$ cat src/rtl/asmd_param_counter_flagger.sv
// asmd_param_counter_flagger
// Controller and datapath of the Start/A/E/F counter-flagger in one block.
// A run clears A and F, then increments A every cycle while E samples
// A[E_BIT] (pre-increment). The run ends when every bit set in the captured
// stop mask is also set in A. FLAG raises F, counts the completed run and
// either returns to IDLE or restarts counting from zero.

module asmd_param_counter_flagger #(
    parameter int WIDTH = 4,
    parameter int E_BIT = 2,
    parameter int RUN_W = 8
) (
    input  logic             clock,
    input  logic             reset_b,
    input  logic             start,
    input  logic [WIDTH-1:0] stop_mask,
    input  logic             auto_restart,
    input  logic             abort,
    output logic [WIDTH-1:0] A,
    output logic             E,
    output logic             F,
    output logic             busy,
    output logic             done,
    output logic [RUN_W-1:0] runs
);

    typedef enum logic [1:0] {
        IDLE  = 2'b00,
        COUNT = 2'b01,
        FLAG  = 2'b10
    } state_t;

    state_t           state;
    state_t           state_next;
    logic [WIDTH-1:0] smask;
    logic             mask_hit;

    // Completed-run counter increments but sticks at all-ones.
    function automatic logic [RUN_W-1:0] sat_inc(input logic [RUN_W-1:0] value);
        logic [RUN_W-1:0] result;
        if (value == {RUN_W{1'b1}}) begin
            result = value;
        end else begin
            result = value + RUN_W'(1);
        end
        return result;
    endfunction

    // Stop condition is evaluated on the pre-increment value of A.
    assign mask_hit = ((A & smask) == smask);

    // State register.
    always_ff @(posedge clock or negedge reset_b) begin
        if (!reset_b) begin
            state <= IDLE;
        end else begin
            state <= state_next;
        end
    end

    // Next-state logic; abort outranks the stop condition in COUNT.
    always_comb begin
        state_next = state;
        unique case (state)
            IDLE: begin
                if (start) begin
                    state_next = COUNT;
                end
            end
            COUNT: begin
                if (abort) begin
                    state_next = IDLE;
                end else if (mask_hit) begin
                    state_next = FLAG;
                end
            end
            FLAG: begin
                if (auto_restart) begin
                    state_next = COUNT;
                end else begin
                    state_next = IDLE;
                end
            end
            default: begin
                state_next = IDLE;
            end
        endcase
    end

    // Moore outputs decoded from the state register.
    always_comb begin
        busy = 1'b0;
        done = 1'b0;
        unique case (state)
            IDLE: begin
                busy = 1'b0;
                done = 1'b0;
            end
            COUNT: begin
                busy = 1'b1;
                done = 1'b0;
            end
            FLAG: begin
                busy = 1'b1;
                done = 1'b1;
            end
            default: begin
                busy = 1'b0;
                done = 1'b0;
            end
        endcase
    end

    // Datapath registers: A, E, F, captured stop mask and run counter.
    always_ff @(posedge clock or negedge reset_b) begin
        if (!reset_b) begin
            A     <= '0;
            E     <= 1'b0;
            F     <= 1'b0;
            smask <= '0;
            runs  <= '0;
        end else begin
            unique case (state)
                IDLE: begin
                    // E is deliberately left alone on start.
                    if (start) begin
                        A     <= '0;
                        F     <= 1'b0;
                        smask <= stop_mask;
                    end
                end
                COUNT: begin
                    // Aborting freezes A and E for that cycle.
                    if (!abort) begin
                        A <= A + WIDTH'(1);
                        E <= A[E_BIT];
                    end
                end
                FLAG: begin
                    F    <= 1'b1;
                    runs <= sat_inc(runs);
                    // Restart keeps smask and leaves F set for the next run.
                    if (auto_restart) begin
                        A <= '0;
                    end
                end
                default: begin
                    A <= A;
                end
            endcase
        end
    end

endmodule
$ cat config.mk
export PLATFORM = sky130hd
export DESIGN_NAME = asmd_param_counter_flagger
export DESIGN_NICKNAME = d
export VERILOG_FILES = /design/src/rtl/asmd_param_counter_flagger.sv
export SDC_FILE = /design/constraint.sdc
export NUM_CORES = 1
export LEC_CHECK = 0
export BUFFER_PORTS_ARGS = -buffer_cell sky130_fd_sc_hd__buf_2
export CAP_MARGIN = 10
export CORE_MARGIN = 8
export CORE_UTILIZATION = 55
export CTS_CLUSTER_SIZE = 14
export DETAILED_ROUTE_END_ITERATION = 7
export GPL_TIMING_DRIVEN = 0
export HOLD_SLACK_MARGIN = 0.1
export PLACE_DENSITY_LB_ADDON = 0.15
export SKIP_CTS_REPAIR_TIMING = 1
export SLEW_MARGIN = 5
export SYNTH_ARGS = -nofsm -noshare
export SYNTH_HDL_FRONTEND = slang
export SYNTH_SLANG_ARGS = --single-unit
export TNS_END_PERCENT = 100
$ cat constraint.sdc
create_clock -name clock -period 2.3 [get_ports clock]
set_input_delay 0.345 -clock clock [delete_from_list [all_inputs] [get_ports clock]]
set_output_delay 0.345 -clock clock [all_outputs]
set_load 0.005 [all_outputs]
After elaboration in Yosys (flattened, before gate mapping):

Index checks and enable logic that the tools add are counted.

* equality and inequality tests: 8
* add/subtract/negate cells: 2
* reductions and logical operators: 10
* muxes and demuxes: 13
* bitwise operators: 3

Operators by type and width (number)
* 4-bit 2-to-1 mux: 3
* 4-bit case mux with 3 select lines: 1
* 2-bit AND reduction: 5
* 8-bit by 1-bit adder with 8-bit output (second input constant): 1
* 8-bit equality test (second input constant): 1
* 2-bit 2-to-1 mux: 3
* 2-bit != test (second input constant): 3
* 2-bit case mux with 3 select lines: 1
* 4-bit by 1-bit adder with 4-bit output (second input constant): 1
* 4-bit AND: 1
* 4-bit equality test: 1
* 1-bit 2-to-1 mux: 4
* 4-bit AND reduction: 1
* 3-bit != test (second input constant): 1
* 3-bit nonzero test: 1
* 2-bit by 1-bit equality test with 1-bit output (second input constant): 1
* 2-bit equality test (second input constant): 1
* 2-bit zero test: 1
* 1-bit NOT: 2
* 1-bit case mux with 2 select lines: 1
* 2-bit nonzero test: 1
* 2-bit OR reduction: 1

* output and inout bits: 16
* logic and storage cells: 42
* input port bits: 9
* flip-flop bits (word level): 20

Longest topological paths before layout:

* word-level depth: 5
* mapped depth: 7
* mapped depth without buffers: 6

Least setup slack after synthesis:

Ideal clock, no wire load.

* kind: reg-to-reg
* start point: reg state[0]
* end point: reg A[3]
* library setup time: 0.069 ns
* clock period less this slack: 1.617 ns
* data required time: 2.231 ns
* arrival time: 1.548 ns
* buffers on the path: 1
* setup slack: 0.683 ns
* cell stages (with the launch flop): 8
* cell sequence: dfrtp_1 -> inv_1 -> ha_1 -> buf_4 -> nand2b_2 -> nand3b_4 -> or4b_1 -> nand3_1

* word-level cells in the longest chain between the ends: 3
* elaborated cells between the ends (all ways): 9
* classes of those cells: 5 x eq/ne; 1 x mux; 3 x reduce/logical

RTL lines
* from (decl): line 33 `state_t state;`
* from (signal assigned): line 57 `state <= state_next;`
* 2-bit by 1-bit equality test with 1-bit output, or another cell as far along: line 123 `unique case (state)`
* 2-bit != test (no line) / 3-bit nonzero test (equally long branches)
* 4-bit AND reduction (no line)
* to (signal assigned): line 135 `A <= A + WIDTH'(1);`
* to (decl): line 19 `output logic [WIDTH-1:0] A,`

Several ways; a longest one is shown, not always the timed one.
A chain may end at the register's enable or synchronous reset.

Worst setup path in the final report:

Ends and elaborated chain as after synthesis.

==> metrics.md <==
| Metric | Value |
|---|---|
| Register area share after synthesis | 47.4% |
| Crit-path max FO | 9 |
| Share of layout cells above drive strength 1 | 29.7% |
| Final WL | 1970 um |
| Nets@finish | 144 |
| ANT nets after route | 0 |
| Vias in the first global route | 761 |
| Final setup violation count | 0 |
| R2R depth | 7 |
| Maximum capacitance violations | 0 |
| Tightest Hold Check Type | in -> reg |
| N_diodes | 0 |
| Setup TNS | 0 ps |
| Height of the die | 59.8 um |
| Layout fillers | 174 |
| H-tree levels | 1 |
| Final period util | 74.9% |
| Placed cell area | 1210 um2 |
| Skew final | 1.46 ps |
| CTS tree | done |
| YS warnings | 0 |
| Worst-Skew Late Latency | 290 ps |
| Least-Margin Pin Slew | 446 ps |
| FF-to-FF setup slack | 580 ps |
| First-pass GRT wire length | 3390 um |
| Pin count of the biggest net entering global routing | 21 |
| Grt met3 use | 3.44% |
| Worst Hold Depth | 2 |
| GR peak layer | met2 |
| Crit path launch type | flip-flop |
| Crit path arrival time | 1960 ps |
| Setup CP Type | reg -> reg |
| Mux cell area share after synthesis | 7.23% |
| Post-synthesis compound-gate area fraction | 10.9% |
| Clk buf depth | 2 |
| VDD IR-drop max | 0.000616 V |
| # DRC | 0 |
| Inserted Clock Buffers | 3 |
| RSZ-0062 raised after global routing | no |
| Post-Layout Cell Count | 155 |
| Dpl cells | 150 |
| Synth Area in XOR/XNOR | 3.32% |
| Global-route congestion overflow total | 0 |
| Worst Setup SP | state[0] |
| Total GRT Usage | 12.1% |
| Drt pass-1 iters | 4 |
| Row Count | 16 |
| RR Endpoint | A[3] |
| Post-DR vias/cell | 5.33 |
| FF-to-FF Start | state[0] |
| Routed vias | 826 |
| Final GP Congestion | 0.781 |
| Gate Count Post-Synth | 99 |
| Reg area | 500 um2 |
| Root Buffer | clkbuf_4 |
| Met1 Use GR | 15.8% |
| Clk slew on worst S/H paths | 110 ps |
| Area of the multi-input gates | 533 um2 |
| CP Data Required Time | 2540 ps |
| Setup crit end kind | flip-flop |
| Yosys cell types | 29 |
| Fmax | 580 MHz |
| Port buffer count | 24 |
| Starting density of the core | 56.1% |
| Slew margin rel. | 70.3% |
| Tot Pwr | 1.19 mW |
| Initial antenna violation count | 0 |
| Die W | 59.8 um |
| P_leak | 0.616 nW |
| Hold_sp | stop_mask[0] |
| M2 GR Usage | 19.1% |
| Seq cells post-synth | 20 |
| Routed length per instance | 12.7 um |
| Min Tclk post-route | 1720 ps |
| Simple-Gate Fraction of Synth Area | 21.9% |
| Max-slew violations | 0 |
| Post-synthesis net count | 114 |
| Final hold slack | 276 ps |
| Largest family of logic cells by synthesized area | simple AND/OR/NAND/NOR gates |
| Outcome | finished clean |
| Power Density | 945 nW/um2 |
| Adder-Cell Fraction of Synth Area | 7.11% |
| Avg Cell Area, Syn | 10.7 um2 |
| Die area | 3580 um2 |
| Final Hold Vio Count | 0 |
| DR iter-0 viols | 9 |
| Dpl hpwl | 1510 um |
| Core area | 1880 um2 |
| Post-route cell area | 1260 um2 |
| Synth Cell Area | 1060 um2 |
| Hold-critical path endpoint | smask[0] |
| CTS sink cnt | 20 |
| Io pins | 25 |
| Layout overhead on the synthesized area | 19.0% |
-- routing by layer --
| metal | up-vias | wire length [um] |
|---|---|---|
| li1 | 411 | - |
| met1 | 401 | 961 |
| met2 | 12 | 904 |
| met3 | 2 | 86 |
| met4 | 0 | 12 |
| met5 | - | 0 |
-- critical path, cell delays in order, from the launching register on --
cell	delay, ps
dfrtp_1	400
inv_1	90
ha_1	210
buf_4	170
nand2b_2	90
nand3b_4	120
or4b_1	510
nand3_1	90
-- where the power goes --
group | switching (mW) | internal, mW | leakage [nW]
Clock | 0.105 | 0.0963 | 0.0210
Combinational | 0.229 | 0.223 | 0.332
Sequential | 0.0872 | 0.447 | 0.264
Total | 0.421 | 0.766 | 0.616
-- cell usage after synthesis, drive strengths merged --
cell type / n / area, um2
dfrtp: 20 / 500
nand2: 10 / 37.5
nand3: 9 / 45.0
a21oi: 8 / 40.0
ha: 6 / 75.1
mux2: 5 / 56.3
inv: 4 / 15.0
nand2b: 4 / 35.0
nor2: 4 / 15.0
o21ai: 4 / 20.0
nor2b: 3 / 18.8
mux2i: 2 / 20.0
nand3b: 2 / 27.5
nand4: 2 / 12.5
o21a: 2 / 15.0
or4b: 2 / 20.0
xnor2: 2 / 17.5
xor2: 2 / 17.5
a2111oi: 1 / 15.0
a211oi: 1 / 7.51
and3: 1 / 6.26
buf: 1 / 7.51
nand4b: 1 / 8.76
nor3: 1 / 5.00
o311ai: 1 / 8.76
o32ai: 1 / 8.76
-- how the worst max path moves through the flow --
stage / endpoint / slack (ps) / depth (start not counted)
final: A[3] / 580 / 7
after global routing: A[3] / 450 / 7
after CTS: A[3] / 570 / 7
after detailed placement: A[3] / 600 / 7
after global placement: A[3] / 630 / 7
after floorplan: A[3] / 680 / 7
-- through the flow --
step                setup slack [ps]  utilization, %
floorplan                        683               -
global placement                 631            64.3
detailed placement               602            64.3
CTS                              571            66.2
global route                     453            66.8
finish                           577            66.8
-- cells in the final DEF (no fill, tap or decap), types with 3 or more instances in the layout --
cell type	count
o21ai_0	4
inv_1	4
nand3_1	9
ha_1	6
buf_2	24
clkbuf_4	3
dfrtp_1	20
nand2_1	10
mux2_2	5
nor2_1	4
nor2b_1	3
a21oi_1	8
-- area by class of cell --
type                    instances  share of cell area (%)
flip-flops and latches         20                    39.8
inverters                       4                    1.20
plain buffers                   1                   0.598
repair buffers                 25                    10.4
multi-input cells              74                    42.4
clock buffers                   4                    2.89
well taps                      27                    2.69
-- state kept, by name (all words and copies together) (netlist names) --
register,cells
smask,4
A,4
runs,8
F,1
E,1
state,2
-- cells by family (layout without fill, tap and decap cells) --
| family | Yosys count | after routing |
|---|---|---|
| adder cells (fa/ha/maj) | 6 | 6 |
| XOR/XNOR | 4 | 4 |
| AND/OR/NAND/NOR | 39 | 39 |
| AO/OA/AOI/OAI | 18 | 18 |
| multiplexers | 7 | 7 |
| buffers and inverters | 5 | 34 |
| flip-flops | 20 | 20 |
Note: power is estimated with default switching activity, not from simulation.
